`src/rtl/password_entry_fsm.sv`:
```
`default_nettype none
// ============================================================================
//  Module      : password_entry_fsm
//  Description : Keypad password controller. Collects four BCD digits,
//                shows them calculator-style (filling from the right) on four
//                display nibbles, compares them with a fixed code, and drives
//                unlocked / error / lockout flags with timed hold periods.
//                Unused display positions carry 4'hF, which the downstream
//                7-segment decoder blanks.
//
//  Ports       : clk         in   1  system clock, rising edge
//                rst_n       in   1  synchronous reset, active-low
//                key_valid   in   1  one-cycle strobe, key_digit valid
//                key_digit   in   4  keypad value, only 0..9 accepted
//                key_clear   in   1  one-cycle strobe, abort current entry
//                digit3..0   out  4  display nibbles, digit3 leftmost
//                unlocked    out  1  high while the code was accepted
//                error       out  1  high while a wrong code is reported
//                locked_out  out  1  high during the lockout period
//                fail_count  out  2  consecutive-failure count (saturating)
//
//  Revision    : 1.0  initial release
// ============================================================================
module password_entry_fsm #(
    parameter logic [15:0] PASSWORD    = 16'h1234,
    parameter int unsigned SHOW_CYCLES = 50_000_000,
    parameter int unsigned LOCK_CYCLES = 250_000_000,
    parameter int unsigned MAX_FAILS   = 3
) (
    input  logic       clk,
    input  logic       rst_n,
    input  logic       key_valid,
    input  logic [3:0] key_digit,
    input  logic       key_clear,
    output logic [3:0] digit3,
    output logic [3:0] digit2,
    output logic [3:0] digit1,
    output logic [3:0] digit0,
    output logic       unlocked,
    output logic       error,
    output logic       locked_out,
    output logic [1:0] fail_count
);

    localparam int unsigned c_MAX_CYCLES = (SHOW_CYCLES > LOCK_CYCLES) ? SHOW_CYCLES : LOCK_CYCLES;
    localparam int          c_TIMER_W    = $clog2(c_MAX_CYCLES + 1);

    localparam logic [c_TIMER_W-1:0] c_SHOW_LAST = c_TIMER_W'(SHOW_CYCLES - 1);
    localparam logic [c_TIMER_W-1:0] c_LOCK_LAST = c_TIMER_W'(LOCK_CYCLES - 1);
    localparam logic [c_TIMER_W-1:0] c_TIMER_ONE = c_TIMER_W'(1);
    localparam logic [15:0]          c_BLANK     = 16'hFFFF;

    localparam logic [2:0] c_S_IDLE     = 3'd0;
    localparam logic [2:0] c_S_ENTRY    = 3'd1;
    localparam logic [2:0] c_S_CHECK    = 3'd2;
    localparam logic [2:0] c_S_UNLOCKED = 3'd3;
    localparam logic [2:0] c_S_ERROR    = 3'd4;
    localparam logic [2:0] c_S_LOCKOUT  = 3'd5;

    logic [2:0]           r_state;
    logic [15:0]          r_buf;
    logic [2:0]           r_cnt;
    logic [c_TIMER_W-1:0] r_timer;
    logic [1:0]           r_fail;

    logic [2:0]           w_state_nx;
    logic [15:0]          w_buf_nx;
    logic [2:0]           w_cnt_nx;
    logic [c_TIMER_W-1:0] w_timer_nx;
    logic [1:0]           w_fail_nx;

    logic                 w_entry_phase;
    logic                 w_timed_phase;
    logic                 w_key_ok;
    logic                 w_clear;
    logic [2:0]           w_fail_inc;
    logic [1:0]           w_fail_sat;
    logic                 w_show_buf;

    // Keys and clears are only honoured while a code is being collected.
    assign w_entry_phase = (r_state == c_S_IDLE) || (r_state == c_S_ENTRY);
    assign w_timed_phase = (r_state == c_S_UNLOCKED) || (r_state == c_S_ERROR) ||
                           (r_state == c_S_LOCKOUT);
    assign w_key_ok      = w_entry_phase && key_valid && (key_digit <= 4'd9);
    assign w_clear       = w_entry_phase && key_clear;

    // One extra bit so the increment can be compared against MAX_FAILS
    // before being clamped into the 2-bit output.
    assign w_fail_inc    = {1'b0, r_fail} + 3'd1;
    assign w_fail_sat    = w_fail_inc[2] ? 2'd3 : w_fail_inc[1:0];

    always_comb begin
        w_state_nx = r_state;
        w_buf_nx   = r_buf;
        w_cnt_nx   = r_cnt;
        w_fail_nx  = r_fail;

        case (r_state)
            c_S_IDLE, c_S_ENTRY: begin
                // Clear has priority over a simultaneous key.
                if (w_clear) begin
                    w_state_nx = c_S_IDLE;
                    w_buf_nx   = c_BLANK;
                    w_cnt_nx   = 3'd0;
                end else if (w_key_ok) begin
                    w_buf_nx   = {r_buf[11:0], key_digit};
                    w_cnt_nx   = r_cnt + 3'd1;
                    w_state_nx = (r_cnt == 3'd3) ? c_S_CHECK : c_S_ENTRY;
                end
            end

            c_S_CHECK: begin
                if (r_buf == PASSWORD) begin
                    w_fail_nx  = 2'd0;
                    w_state_nx = c_S_UNLOCKED;
                end else begin
                    w_fail_nx  = w_fail_sat;
                    w_state_nx = (32'(w_fail_inc) >= MAX_FAILS) ? c_S_LOCKOUT : c_S_ERROR;
                end
            end

            c_S_UNLOCKED, c_S_ERROR: begin
                if (r_timer == c_SHOW_LAST) begin
                    w_state_nx = c_S_IDLE;
                    w_buf_nx   = c_BLANK;
                    w_cnt_nx   = 3'd0;
                end
            end

            c_S_LOCKOUT: begin
                if (r_timer == c_LOCK_LAST) begin
                    w_state_nx = c_S_IDLE;
                    w_buf_nx   = c_BLANK;
                    w_cnt_nx   = 3'd0;
                    w_fail_nx  = 2'd0;
                end
            end

            default: begin
                w_state_nx = c_S_IDLE;
                w_buf_nx   = c_BLANK;
                w_cnt_nx   = 3'd0;
            end
        endcase

        // Timer restarts on every state change and only runs in the held states.
        w_timer_nx = '0;
        if (w_timed_phase && (w_state_nx == r_state)) begin
            w_timer_nx = r_timer + c_TIMER_ONE;
        end
    end

    always_ff @(posedge clk) begin
        if (!rst_n) begin
            r_state <= c_S_IDLE;
            r_buf   <= c_BLANK;
            r_cnt   <= 3'd0;
            r_timer <= '0;
            r_fail  <= 2'd0;
        end else begin
            r_state <= w_state_nx;
            r_buf   <= w_buf_nx;
            r_cnt   <= w_cnt_nx;
            r_timer <= w_timer_nx;
            r_fail  <= w_fail_nx;
        end
    end

    // Moore outputs, decoded from registered state only.
    assign w_show_buf = w_entry_phase || (r_state == c_S_CHECK);

    always_comb begin
        {digit3, digit2, digit1, digit0} = c_BLANK;
        if (w_show_buf) begin
            {digit3, digit2, digit1, digit0} = r_buf;
        end
    end

    assign unlocked   = (r_state == c_S_UNLOCKED);
    assign error      = (r_state == c_S_ERROR);
    assign locked_out = (r_state == c_S_LOCKOUT);
    assign fail_count = r_fail;

endmodule
`default_nettype wire

```
`config.mk`:
```
export PLATFORM = sky130hd
export DESIGN_NAME = password_entry_fsm
export DESIGN_NICKNAME = d
export VERILOG_FILES = /design/src/rtl/password_entry_fsm.sv
export SDC_FILE = /design/constraint.sdc
export NUM_CORES = 1
export LEC_CHECK = 0
export CORE_ASPECT_RATIO = 1.75
export CORE_MARGIN = 1
export CORE_UTILIZATION = 55
export CTS_BUF_LIST = sky130_fd_sc_hd__clkbuf_16
export CTS_CLUSTER_DIAMETER = 30
export CTS_CLUSTER_SIZE = 8
export DETAILED_ROUTE_END_ITERATION = 10
export DONT_BUFFER_PORTS = 1
export PLACE_DENSITY = 0.73
export SYNTH_ARGS = -nofsm -noshare
export SYNTH_HDL_FRONTEND = slang
export SYNTH_SLANG_ARGS = --single-unit
```
`constraint.sdc`:
```
create_clock -name clk -period 2.2 [get_ports clk]
set_clock_uncertainty 0.15 [all_clocks]
set_input_delay 0.33 -clock clk [delete_from_list [all_inputs] [get_ports clk]]
set_output_delay 0.33 -clock clk [all_outputs]
set_load 0.1 [all_outputs]
```
== Word-level counts from Yosys, hierarchy flattened ==
Index checks and enable logic that the tools add are counted.
Storage, ports and cells
  register bits: 52
  ROM bits: 0
  memories: 0
  memory bits (writable): 0
  latch bits: 0
  output and inout bits: 21
  input port bits: 8
Operators by class
  bitwise logic cells: 1
  multiplexer cells: 26
  shifts and indexed selects: 0
  $mul: 0
  divide/modulo/power cells: 0
  equality and inequality tests: 13
  add/sub/neg operators: 3
  reduce and logical (&&, ||, !) cells: 15
  order comparisons: 2
Operator list (count)
  16-bit two-way mux: 4
  16-bit one-hot mux with 4 select lines: 1
  28-bit by 1-bit adder with 28-bit output (second input constant): 1
  28-bit by 26-bit == test with 1-bit output (second input constant): 1
  28-bit == test (second input constant): 1
  3-bit two-way mux: 9
  3-bit one-hot mux with 4 select lines: 2
  16-bit by 13-bit == test with 1-bit output (second input constant): 1
  4-bit two-way mux: 4
  3-bit by 2-bit == test with 1-bit output (second input constant): 3
  2-bit two-way mux: 4
  3-bit == test (second input constant): 2
  4-bit <= comparator (second input constant): 1
  1-bit logical AND: 4
  1-bit logical OR: 4
  2-bit one-hot mux with 2 select lines: 1
  2-bit AND reduction: 2
  4-bit AND reduction: 1
  2-bit OR reduction: 2
  2-bit by 1-bit adder with 3-bit output (second input constant): 1
  3-bit by 1-bit adder with 3-bit output (second input constant): 1
  3-bit by 1-bit == test with 1-bit output (second input constant): 1
  3-bit == test: 1
  3-bit by 2-bit >= comparator with 1-bit output (second input constant): 1
  other kinds (7): 7

== Logic depth before layout (Yosys ltp) ==
Gate-level depths: netlist of run 1.
  word-level depth: 10
  gate-level depth with buffers: 10

== Worst setup path before layout of run 1 ==
OpenSTA, ideal clock, no wires.
  kind: flip-flop to flip-flop
  start point: register r_state[0]
  end point: register r_fail[0], in the netlist fail_count[0]
  clock period less this slack: 2.917 ns
  setup slack: -0.717 ns
  arrival time: 2.701 ns
  library setup time: 0.065 ns
  stages on the path, launching flop included: 7
  buffers on the path: 1
  path through: dfxtp_1 clkbuf_1 inv_1 nor2_1 a21oi_1 mux2_2 nor2b_1
Between the ends
  longest elaborated chain between the ends: 3
  elaborated cells between the ends (all ways): 6
  those cells by class: 3 x eq/ne; 1 x mux; 2 x reduce/logical
RTL lines
  start, declared: RTL line 60  | logic [2:0] r_state;
  start signal, assigned: RTL line 155  | r_state <= c_S_IDLE;
  start signal, assigned: RTL line 161  | r_state <= w_state_nx;
  3-bit == test (*)
  via locked_out: RTL line 41  | output logic locked_out,
  2-bit by 1-bit != test with 1-bit output (no line) / 2-bit nonzero test (equally long branches)
  2-bit AND reduction (no line)
  end signal, assigned: RTL line 165  | r_fail <= w_fail_nx;
  end, declared: RTL line 64  | logic [1:0] r_fail;
Mark *: on every way through the listed nets, which the timed path passes. The rest lies on a longest branch.
A chain may end at the register's enable or synchronous reset.

== Worst setup path after layout of run 1 ==
  start point: register r_timer[9]
  end point: register r_timer[13]
Between the ends
  longest elaborated chain between the ends: 6
  elaborated cells between the ends (all ways): 9
  those cells by class: 1 x add/sub; 3 x eq/ne; 3 x mux; 2 x reduce/logical
RTL lines
  start, declared: RTL line 63  | logic [c_TIMER_W-1:0] r_timer;
  start signal, assigned: RTL line 164  | r_timer <= w_timer_nx;
  28-bit == test / 28-bit by 26-bit == test with 1-bit output (equally long branches): RTL line 131, 123
  3-bit two-way mux, on equally long branches: RTL line 131, 123
  3-bit one-hot mux with 4 select lines: RTL line 98  | case (r_state)
  3-bit == test: RTL line 148  | if (w_timed_phase && (w_state_nx == r_state)) begin
  1-bit logical AND: RTL line 148
  2-bit AND reduction (no line)
Several ways; a longest one is shown, not always the timed one.

==> results of run 1 <==
-- synth_stat cells, drive strengths merged, types with 2 or more instances --
library cell	number
mux2i	19
nor4	5
and3	4
nor3	5
o21ai	3
or4b	2
nand2	17
nand4	7
clkbuf	8
nor2b	20
and4	2
xor2	17
and2	6
buf	5
nand2b	17
ha	3
nand3	12
dfxtp	52
or2	2
nand4b	3
inv	4
nor2	59
xnor2	9
a21oi	5
-- state kept, by name (all words and copies together) (netlist names) --
| name | cells |
|---|---|
| fail_count | 2 |
| r_buf | 16 |
| r_cnt | 3 |
| r_timer | 28 |
| r_state | 3 |
-- metal layers --
metal | up-vias | track usage | share of wire
met5 | - | 0 | 0
met2 | 58 | 0.478 | 0.58
met4 | 0 | 0.103 | 0.028
li1 | 1104 | - | -
met3 | 18 | 0.0504 | 0.028
met1 | 1105 | 0.234 | 0.36
-- per-stage QoR --
| step | std cells | total power, W |
|---|---|---|
| after floorplan | 298 | 0.00108 |
| after detailed placement | 378 | 0.00110 |
| after CTS | 391 | 0.00183 |
| final | 398 | 0.00181 |
| after global placement | 378 | 0.00109 |
| after global routing | 398 | 0.00186 |
-- worst reg2reg max path: stages, from the launching register on --
cell       delay, ns
dfxtp_4         0.36
nor4b_4         0.26
nand4b_1        0.18
nor4_4          0.28
buf_4           0.19
nor3_4          0.06
o31ai_4         0.29
buf_12          0.16
clkbuf_16       0.18
nor2_4          0.04
-- where the power goes --
part           switching [W]  total, W  internal (W)
Combinational      0.0000801  0.000131     0.0000506
Sequential        0.00000745  0.000956      0.000948
Clock               0.000314  0.000723      0.000409
Total               0.000401   0.00181       0.00141
-- layout make-up --
class,instances,area [um^2]
multi-input combinational,229,1690
sequential,52,1050
fill,291,1020
timing repair buffer,55,512
clock buffer,5,125
tap,51,63.8
inverter,4,15.0
clock inverter,2,8.76
-- repair_timing --
| action | CTS | global route |
|---|---|---|
| setup endpoints to repair | 63 | 61 |
| cloned | 1 | 3 |
| setup buffers | 5 | 5 |
| gates resized for setup | 12 | 47 |
| pin swaps | 4 | 22 |
-- cell families after synthesis --
kind of cell | after synthesis | synth area share
simple gates | 165 | 0.342
fa+ha+maj | 3 | 0.0143
flops | 52 | 0.396
xor+xnor | 26 | 0.0867
mux | 20 | 0.0767
compound gates | 15 | 0.0433
buf+inv | 17 | 0.0410
-- worst min-delay path by stage --
stage	end	slack, ns	cells after the start
after global placement	r_cnt[2]	0.29	2
final	r_state[0]	0.01	1
after global routing	r_state[0]	0.02	1
after floorplan	r_timer[0]	0.28	1
after detailed placement	r_state[1]	0.30	2
after CTS	r_state[1]	0.005	2
-- cell usage in the layout (no fill, tap or decap), types with 3 or more instances in the layout --
cell type / Yosys / final
dfxtp_1: 52 / 46
buf_4: 1 / 46
nor2_1: 59 / 35
nor2b_1: 20 / 19
mux2i_1: 19 / 19
nand2b_1: 17 / 17
xor2_1: 17 / 17
nand2_1: 17 / 16
nor2_4: 0 / 13
nand3_1: 12 / 12
nor2_2: 0 / 11
xnor2_1: 9 / 9
clkbuf_16: 0 / 7
nand4_1: 6 / 6
inv_1: 4 / 5
and2_1: 6 / 5
dfxtp_2: 0 / 5
nand4b_1: 3 / 3
o21ai_0: 3 / 3
nor4_4: 1 / 3
and3_1: 4 / 3
a21oi_1: 5 / 3
ha_1: 3 / 3
buf_6: 3 / 3
==> metrics.md, run 1 <==
| Metric | Value |
|---|---|
| Antenna violations before repair | `0` |
| DRC | `0` |
| CP Max Fanout | `7` |
| Setup ws final | `-0.0679 ns` |
| Max Clk Rate | `441 MHz` |
| Worst setup path start | `r_timer[9]` |
| Register bit count reported by yosys | `52` |
| Syn Std Cell Area | `about 2600 um^2` |
| Worst R2R Start | `r_timer[9]` |
| RSZ-0062 raised after global routing | `yes` |
| Post-layout nets | `358` |
| Worst hold path startpoint | `rst_n` |
| Gr usage total | `0.249` |
| Post-synth EDFFs | `0` |
| Slew headroom | `0.656` |
| Cell Chain, Critical Path | `nor4b_4 -> nand4b_1 -> nor4_4 -> buf_4 -> nor3_4 -> o31ai_4 -> buf_12 -> clkbuf_16 -> nor2_4` |
| TritonCTS buffer count | `5` |
| Final setup violation count | `42` |
| End of the critical path | `r_timer[13]` |
| Synth unique cells | `43` |
| Leak pwr | `1.29 nW` |
| Core Util, Final | `0.773` |
| Die X | `roughly 54 um` |
| Dpl cell area | `2960 um^2` |
| Max H-tree Level | `2` |
| First-pass GRT wire length | `around 9400 um` |
| R2R cell count | `9` |
| Die ar. | `5070 um^2` |
| Cell family with most CP delay | `simple AND/OR/NAND/NOR gates` |
| Die Ht | `93.4 um` |
| Pre-CTS WS | `-0.0881 ns` |
| GRT overflow | `0` |
| Maximum resistive drop on vdd | `757 uV` |
| Slowest-stage cell, CP | `dfxtp_4` |
| Crit. path cell count | `9` |
| Routed length per instance | `16.3 um` |
| Top FF cell, synth | `dfxtp_1` |
| Ys async rst share | `0` |
| CP Class | `flop to flop` |
| Initial DRC count | `44` |
| Critical R2R Capture | `r_timer[13]` |
| Final worst-path cycle share | `1.03` |
| Starting Density | `0.586` |
| Vias in the first global route | `2221` |
| Hold Buf Count CTS | `0` |
| Layout cell share with drive strength beyond 1 | `0.326` |
| Hold Vio Cnt, Final | `0` |
| CP startpoint kind | `flop` |
| Status | `complete, but fails checks` |
| P per Cell Area | `around 520 nW/um^2` |
| Final Instance Area | `3470 um^2` |
| Mean Syn Cell Area | `8.82 um^2` |
| Clock latency on the worst-skew pair | `0.28 ns` |
| Layout area overhead | `31.9%` |
| Fin crit period | `2.27 ns` |
| Core box area | `~4500 um^2` |
| CP Buf/Inv Count | `3` |
| Flop-to-flop setup slack | `-0.07 ns` |
| Ys Warns | `0` |
| Final Wtd Congestion | `~0.91` |
| Worst Hold Class | `input pin to flop` |
| Final hold slack | `roughly 0.014 ns` |
| CP Capture Type | `flop` |
| CTS tree | `yes` |
| CTS clk-pin slew, worst paths | `roughly 0.060 ns` |
| Port bufs | `0` |
| Rows | `32` |
| HPWL reported at the end of detailed placement | `3980 um` |
| Vias/cell | `roughly 5.7` |
| Syn_nets | `309` |
| Largest net degree at the start of global routing | `29` |
| Synth top area share | `0.396` |
| Top cells by area, synth | `dfxtp_1 (40%), nor2_1 (8.4%), mux2i_1 (7.2%), xor2_1 (5.7%), nor2b_1 (4.8%)` |
| Worst Path Arrival | `2.29 ns` |
| Final Max Slew Viols | `0` |
| Setup TNS | `-1.47 ns` |
| Antenna-violating nets left | `0` |
| Antenna Cells | `0` |
| Number of I/O pins | `29` |
| Vias | `about 2300` |
| Root buf cell | `clkbuf_16` |
| Instance count of the mapped netlist | `298` |
| DRT Wirelength | `6500 um` |
| Dominant cell type by area after synthesis | `dfxtp_1` |
| Clock buffer depth | `2` |
| First-pass DRT Iterations | `4` |
| CTS sink cnt | `52` |
| Max Cap Viol | `0` |
| CP peak stage delay | `~0.36 ns` |
| Worst Tran Pin Value | `0.512 ns` |
| Req. time, crit path | `2.22 ns` |
| Sequential share of the synthesized area | `0.396` |
| Failing checks | `setup timing` |
(Power assumes the default switching activity.)
==> inputs of run 2 (changes only) <==
--- a/constraint.sdc
+++ b/constraint.sdc
@@ -3,3 +3,3 @@
 set_input_delay 0.33 -clock clk [delete_from_list [all_inputs] [get_ports clk]]
 set_output_delay 0.33 -clock clk [all_outputs]
-set_load 0.1 [all_outputs]
+set_load 0.05 [all_outputs]
==> run 2 against run 1 <==
  * Count of clock-buffer cells in the layout unchanged
  * Final cell count up 1.8%
  * Maximum frequency down 3.2%
  * Design area up 2.7%
  * Combinational power down 11%
  * Clock power up 6.4%
  * Utilization up 2.1 points
  * Routed wire length up 4.4%
  * Largest cell class unchanged
  * Critical endpoint is now r_timer[19]
  * The flow still finishes with violations (setup timing)
  * Sequential power about the same
  * Sequential share of layout area down 0.86 points
  * Sequential cell count unchanged
==> metrics.md, run 2 (synthesized netlist as in run 1, its figures left out) <==
| Metric | Value |
|---|---|
| Status | `complete, but fails checks` |
| Failing checks | `setup timing` |
| Power, Total | `0.00184 W (+1.8%)` |
| Worst setup path start | `r_timer[27]` |
| Final Max Slew Viols | `0 (unchanged)` |
| CP Class | `flop to flop` |
| Hold path cells | `1 (unchanged)` |
| Root buf cell | `clkbuf_16` |
| CP Buf/Inv Count | `4 (+1)` |
| Max Clk Rate | `427 MHz (-3.2%)` |
| Final setup violation count | `47 (+12%)` |
| End of the critical path | `r_timer[19]` |
| CP startpoint kind | `flop` |
| Setup TNS | `-4.98 ns (-3.51 ns)` |
| Most common cell after layout, fill and taps aside | `buf_4` |
| CTS tree | `yes` |
| Clock latency on the worst-skew pair | `0.29 ns (about the same)` |
| Worst Tran Pin Value | `0.680 ns (+0.168 ns)` |
| Fillers | `284 (-2.4%)` |
| Setup ws final | `-0.143 ns (-0.0753 ns)` |
| Largest net degree at the start of global routing | `28 (-3.4%)` |
| P per Cell Area | `518 nW/um^2 (-0.80%)` |
| Layout cell share with drive strength beyond 1 | `0.336 (+0.0105)` |
| Vias | `2298 (+0.57%)` |
| Vias/cell | `5.67 (-1.2%)` |
| Slew headroom | `0.546 (-0.110)` |
| Crit. path cell count | `10 (+1)` |
| Cell Chain, Critical Path | `nor4b_4 -> nand4b_1 -> nor4_4 -> buf_4 -> buf_6 -> nor3_4 -> o31ai_4 -> buf_6 -> clkbuf_16 -> nor2_2` |
| Max reg flops | `28 (unchanged)` |
| RSZ-0062 raised after global routing | `yes` |
| CP Capture Type | `flop` |
| Most flop-heavy register | `r_timer` |
| DRT Wirelength | `6780 um (+4.4%)` |
| GRT overflow | `0 (unchanged)` |
| Max Cap Viol | `0 (unchanged)` |
| Layout area overhead | `35.4%` |
| Worst Path Arrival | `2.38 ns (+0.09 ns)` |
| Maximum resistive drop on vdd | `569 uV (-25%)` |
| Multi-input logic area | `1700 um^2 (+0.37%)` |
| HPWL reported at the end of detailed placement | `3880 um (-2.3%)` |
| Antenna Cells | `0 (unchanged)` |
| Max H-tree Level | `2 (unchanged)` |
| R2R cell count | `10 (+1)` |
| First-pass GRT wire length | `10500 um (+11%)` |
| Commonest cells after routing, fill and taps aside | `buf_4 (47), dfxtp_1 (46), nor2_1 (35), nor2b_1 (19), mux2i_1 (19)` |
| Routed length per instance | `16.7 um (+2.6%)` |
| Flop-to-flop setup slack | `-0.14 ns (-0.08 ns)` |
| Final worst-path cycle share | `1.07 (+0.0342)` |
| Core box area | `4480 um^2 (unchanged)` |
| CP most frequent cell | `buf_6` |
| CTS clk-pin slew, worst paths | `0.07 ns (about the same)` |
| Antenna violations before repair | `0 (unchanged)` |
| CP peak stage delay | `0.34 ns (-0.02 ns)` |
| Number of I/O pins | `29 (unchanged)` |
| Final Wtd Congestion | `0.874 (-4.0%)` |
| Die ar. | `5070 um^2 (unchanged)` |
| CP Max Fanout | `7 (unchanged)` |
| Die Ht | `93.4 um (unchanged)` |
| First-pass DRT Iterations | `4 (unchanged)` |
| Req. time, crit path | `2.23 ns (about the same)` |
| Cell family with most CP delay | `simple AND/OR/NAND/NOR gates` |
| TritonCTS buffer count | `5 (unchanged)` |
| Post-layout nets | `364 (+1.7%)` |
| Pre-CTS WS | `-0.0836 ns (+0.00447 ns)` |
| Initial DRC count | `32 (-27%)` |
| Core Util, Final | `0.794 (+0.0206)` |
| Worst R2R Start | `r_timer[27]` |
| Port bufs | `0 (unchanged)` |
| CTS sink cnt | `52 (unchanged)` |
| Biggest registers after layout | `r_timer (28), r_buf (16)` |
| DRC | `0 (unchanged)` |
| Critical R2R Capture | `r_timer[19]` |
| Worst Hold Class | `input pin to flop` |
| Vias in the first global route | `2356 (+6.1%)` |
| Die X | `54.3 um (unchanged)` |
| Leak pwr | `1.33 nW (+3.0%)` |
| Slowest-stage cell, CP | `dfxtp_2` |
| Hold Vio Cnt, Final | `0 (unchanged)` |
| Register area | `1050 um^2 (-0.24%)` |
| Antenna-violating nets left | `0 (unchanged)` |
| Rows | `32 (unchanged)` |
| Clock buffer depth | `2 (unchanged)` |
| Fin crit period | `2.34 ns (+0.0753 ns)` |
| Gr usage total | `0.284 (+0.0354)` |
| Starting Density | `0.586 (unchanged)` |
## run 2: cell types whose count changed in the layout (fill, tap and decap cells not counted), moves of 2 or more
cell | previous run | this run
nor2_2 | 11 | 13
buf_16 | 1 | 3
nor2_4 | 13 | 11
buf_6 | 3 | 7
## run 2: metal layers
| layer | vias to the layer above | GRT usage | routed length (um) |
|---|---|---|---|
| met2 | 61 | 0.513 | 3890 |
| li1 | 1113 | - | - |
| met3 | 31 | 0.0504 | 213 |
| met4 | 0 | 0.212 | 452 |
| met1 | 1093 | 0.259 | 2230 |
| met5 | - | 0 | 0 |
## run 2: layout make-up
| type | instances | share of cell area |
|---|---|---|
| well taps | 51 | 0.0179 |
| multi-input cells | 229 | 0.477 |
| clock inverters | 3 | 0.00422 |
| repair buffers | 61 | 0.167 |
| flip-flops and latches | 52 | 0.295 |
| clock buffers | 5 | 0.0352 |
| inverters | 4 | 0.00422 |
## run 2: metrics by stage
| stage | instances | hold WS [ns] | area (um^2) |
|---|---|---|---|
| 6_report | 405 | 0.0169 | 3560 |
| 3_3_place_gp | 379 | 0.292 | 2960 |
| 5_1_grt | 405 | 0.0165 | 3560 |
| 4_1_cts | 401 | 0.00951 | 3400 |
| 2_1_floorplan | 298 | 0.276 | 2630 |
| 3_5_place_dp | 379 | 0.298 | 2960 |
## run 2: repair_timing
item                                   4_1_cts  5_1_grt
setup endpoints to repair                   63       50
pin swaps                                   16       12
setup buffers                               10        3
endpoints found under the hold margin        1        0
hold buffers                                 1        0
gates cloned                                 3        2
gates resized for setup                     31       35
## run 2: how the worst min path moves through the flow
| stage | from | to | slack, ns |
|---|---|---|---|
| 2_1_floorplan | r_timer[0] | r_timer[0] | 0.28 |
| 3_3_place_gp | r_cnt[2] | r_cnt[2] | 0.29 |
| 3_5_place_dp | r_cnt[2] | r_cnt[2] | 0.30 |
| 4_1_cts | rst_n | r_state[0] | 0.01 |
| 5_1_grt | rst_n | r_state[2] | 0.02 |
| 6_report | rst_n | r_state[2] | 0.02 |
## run 2: where the power goes
part,internal [W],switching [W]
sequential,0.000949,0.00000790
clock,0.000415,0.000354
combinational,0.0000568,0.0000606
total,0.00142,0.000422
==> inputs of run 3 (changes only) <==
--- a/config.mk
+++ b/config.mk
@@ -15,4 +15,5 @@
 export DONT_BUFFER_PORTS = 1
 export PLACE_DENSITY = 0.73
+export SETUP_SLACK_MARGIN = 0.3
 export SYNTH_ARGS = -nofsm -noshare
 export SYNTH_HDL_FRONTEND = slang
--- a/constraint.sdc
+++ b/constraint.sdc
@@ -3,3 +3,3 @@
 set_input_delay 0.33 -clock clk [delete_from_list [all_inputs] [get_ports clk]]
 set_output_delay 0.33 -clock clk [all_outputs]
-set_load 0.05 [all_outputs]
+set_load 0.01 [all_outputs]
==> run 3 against run 2 <==
  * The run still ends with setup timing left
  * Highest routed layer unchanged
  * Combinational power down 9%
  * Non-clock buffer count down 23
  * Sequential cell count is the same
  * Design area decreased by 7.0%
  * Total power is 1.9% lower
  * Critical endpoint is now r_buf[7]
  * Count of clock-buffer cells in the layout unchanged
  * Die area stayed put
  * Register-to-register slack better by 0.02 ns
  * Critical path type unchanged
==> metrics.md, run 3 (synthesized netlist as in run 1, its figures left out) <==
| Metric | Value |
|---|---|
| Status | `complete, but fails checks` |
| Failing checks | `setup timing` |
| Vias/cell | `5.75 (+1.3%)` |
| Met1 wire length | `2320 um (+3.9%)` |
| Switch Pwr | `0.000385 W (-8.9%)` |
| Antenna Cells | `0 (unchanged)` |
| Starting Density | `0.586 (unchanged)` |
| Largest net degree at the start of global routing | `29 (+3.6%)` |
| Multi-input logic area | `1610 um^2 (-4.9%)` |
| DRC | `0 (unchanged)` |
| Die Ht | `93.4 um (unchanged)` |
| Gr usage total | `0.231 (-0.0533)` |
| CP startpoint kind | `flop` |
| Final Max Slew Viols | `0 (unchanged)` |
| CP most frequent cell | `nor3_4` |
| RSZ-0062 raised after global routing | `yes` |
| Antenna violations before repair | `0 (unchanged)` |
| HPWL reported at the end of detailed placement | `3690 um (-5.0%)` |
| Worst hold path startpoint | `rst_n` |
| Leak pwr | `1.27 nW (-4.5%)` |
| Worst R2R Start | `r_timer[1]` |
| Clock share of power | `0.412 (-0.005)` |
| Final worst-path cycle share | `1.05 (-0.0106)` |
| DRT Wirelength | `6260 um (-7.6%)` |
| Port bufs | `0 (unchanged)` |
| Req. time, crit path | `2.26 ns (+0.03 ns)` |
| Slowest-stage cell, CP | `dfxtp_2` |
| Final setup violation count | `47 (unchanged)` |
| Max Cap Viol | `0 (unchanged)` |
| Worst Tran Pin Value | `0.664 ns (-0.0167 ns)` |
| Layout cell share with drive strength beyond 1 | `0.236 (-0.101)` |
| Worst Path Arrival | `2.38 ns (about the same)` |
| First-pass DRT Iterations | `5 (+1)` |
| Cell Chain, Critical Path | `ha_4 -> and3_4 -> nand4_4 -> buf_4 -> nor4_4 -> nor3_4 -> nor3_4 -> buf_6 -> clkbuf_16 -> mux2i_1` |
| TritonCTS buffer count | `5 (unchanged)` |
| Core box area | `4480 um^2 (unchanged)` |
| Layout area overhead | `26.0%` |
| P per Cell Area | `546 nW/um^2 (+5.5%)` |
| First-pass GRT wire length | `8690 um (-17%)` |
| CP Buf/Inv Count | `3 (-1)` |
| Met3 routed wirelength | `155 um (-27%)` |
| CP Max Fanout | `5 (-2)` |
| Antenna-violating nets left | `0 (unchanged)` |
| Worst Hold Class | `input pin to flop` |
| Max H-tree Level | `2 (unchanged)` |
| Cell family with most CP delay | `simple AND/OR/NAND/NOR gates` |
| Max reg flops | `28 (unchanged)` |
| Maximum resistive drop on vdd | `530 uV (-6.8%)` |
| Clock buffer depth | `2 (unchanged)` |
| Clock latency on the worst-skew pair | `0.29 ns (about the same)` |
| GRT overflow | `0 (unchanged)` |
| Fillers | `336 (+18%)` |
| Number of I/O pins | `29 (unchanged)` |
| CTS sink cnt | `52 (unchanged)` |
| Final Instance Area | `3310 um^2 (-7.0%)` |
| Slew headroom | `0.558 (+0.0112)` |
| Sequential share of power | `0.529 (+0.010)` |
| Fin crit period | `2.32 ns (-0.0233 ns)` |
| Hold Path End | `r_state[0]` |
| Internal cell power | `0.00142 W (+0.22%)` |
| Root buf cell | `clkbuf_16` |
| Max Clk Rate | `431 MHz (+1.0%)` |
| Post-layout nets | `341 (-6.3%)` |
| Combinational share of power | `0.059 (-0.005)` |
| Die ar. | `5070 um^2 (unchanged)` |
| Setup ws final | `-0.120 ns (+0.0233 ns)` |
| Hold path cells | `1 (unchanged)` |
| CTS clk-pin slew, worst paths | `0.07 ns (about the same)` |
| Critical R2R Capture | `r_buf[7]` |
| CP Class | `flop to flop` |
| Dpl cell area | `2820 um^2 (-4.7%)` |
| Register area | `1050 um^2 (+0.12%)` |
| Sw Ratio | `0.213 (-0.0164)` |
| Vias in the first global route | `2030 (-14%)` |
| Most flop-heavy register | `r_timer` |
| Commonest cells after routing, fill and taps aside | `nor2_1 (58), dfxtp_1 (45), buf_4 (27), nor2b_1 (19), mux2i_1 (19)` |
| Final hold slack | `0.0226 ns (+0.00576 ns)` |
| Initial DRC count | `46 (+44%)` |
| Top sig layer | `met4` |
| Vias | `2195 (-4.5%)` |
| Final Wtd Congestion | `0.818 (-6.5%)` |
| CTS tree | `yes` |
| Hold Buf Count CTS | `0 (-1)` |
| CP Capture Type | `flop` |
| Met2 WL | `3600 um (-7.3%)` |
| Pre-CTS WS | `-0.0776 ns (+0.00603 ns)` |
| CP peak stage delay | `0.35 ns (about the same)` |
| Routed length per instance | `16.4 um (-2.1%)` |
| Die X | `54.3 um (unchanged)` |
| Rows | `32 (unchanged)` |
| Most common cell after layout, fill and taps aside | `nor2_1` |
| Biggest registers after layout | `r_timer (28), r_buf (16)` |
| Hold Vio Cnt, Final | `0 (unchanged)` |
| Flop-to-flop setup slack | `-0.12 ns (+0.02 ns)` |
| R2R cell count | `10 (unchanged)` |
==> run 3: cell types whose count changed in the layout (fill, tap and decap cells not counted), moves of 5 or more <==
cell,delta
buf_6,-5
nor2_2,-12
nor2_4,-11
buf_4,-20
nor2_1,+23
==> run 3: final cells by class <==
| class | count | share of cell area |
|---|---|---|
| clock buffers | 5 | 0.0378 |
| flip-flops and latches | 52 | 0.317 |
| inverters | 4 | 0.00454 |
| multi-input cells | 229 | 0.488 |
| repair buffers | 38 | 0.129 |
| clock inverters | 3 | 0.00416 |
| well taps | 51 | 0.0193 |
==> run 3: routing by layer <==
metal	track usage	vias to the layer above
met5	0	-
met4	0.103	0
met3	0.0374	18
met2	0.443	50
met1	0.219	1059
li1	-	1068
==> run 3: power by group through the flow <==
stage                     sequential, W  clock [W]  combinational [W]
final                          0.000957   0.000744           0.000107
after global routing           0.000958   0.000780           0.000114
after CTS                      0.000957   0.000757          0.0000870
after detailed placement       0.000978          0          0.0000732
after global placement         0.000977          0          0.0000721
after floorplan                0.000975          0          0.0000676
==> run 3: per-stage QoR <==
| step | instances | power, W | setup TNS [ns] | utilization |
|---|---|---|---|---|
| floorplan | 298 | 0.00104 | 0 | - |
| global placement | 355 | 0.00105 | -0.0293 | 0.628 |
| detailed placement | 355 | 0.00105 | -1.15 | 0.628 |
| CTS | 372 | 0.00180 | 0 | 0.690 |
| global route | 382 | 0.00185 | -7.82 | 0.738 |
| finish | 382 | 0.00181 | -2.64 | 0.738 |
==> run 3: what timing repair did <==
| item | CTS | global route |
|---|---|---|
| resized for setup | 16 | 11 |
| endpoints found under the setup margin | 68 | 68 |
| setup buffers | 8 | 5 |
| pin swaps | 3 | 4 |
| gates cloned | 1 | 5 |
==> run 3: worst max-delay path by stage <==
| stage | from | to | slack [ns] | cells past startpoint |
|---|---|---|---|---|
| after floorplan | r_timer[0] | r_timer[0] | 0.05 | 9 |
| after global placement | r_buf[7] | r_state[0] | -0.03 | 6 |
| after detailed placement | r_timer[19] | r_buf[11] | -0.08 | 7 |
| after CTS | r_timer[1] | r_buf[11] | 0.04 | 10 |
| after global routing | r_timer[11] | r_buf[5] | -0.24 | 9 |
| final | r_timer[1] | r_buf[7] | -0.12 | 10 |
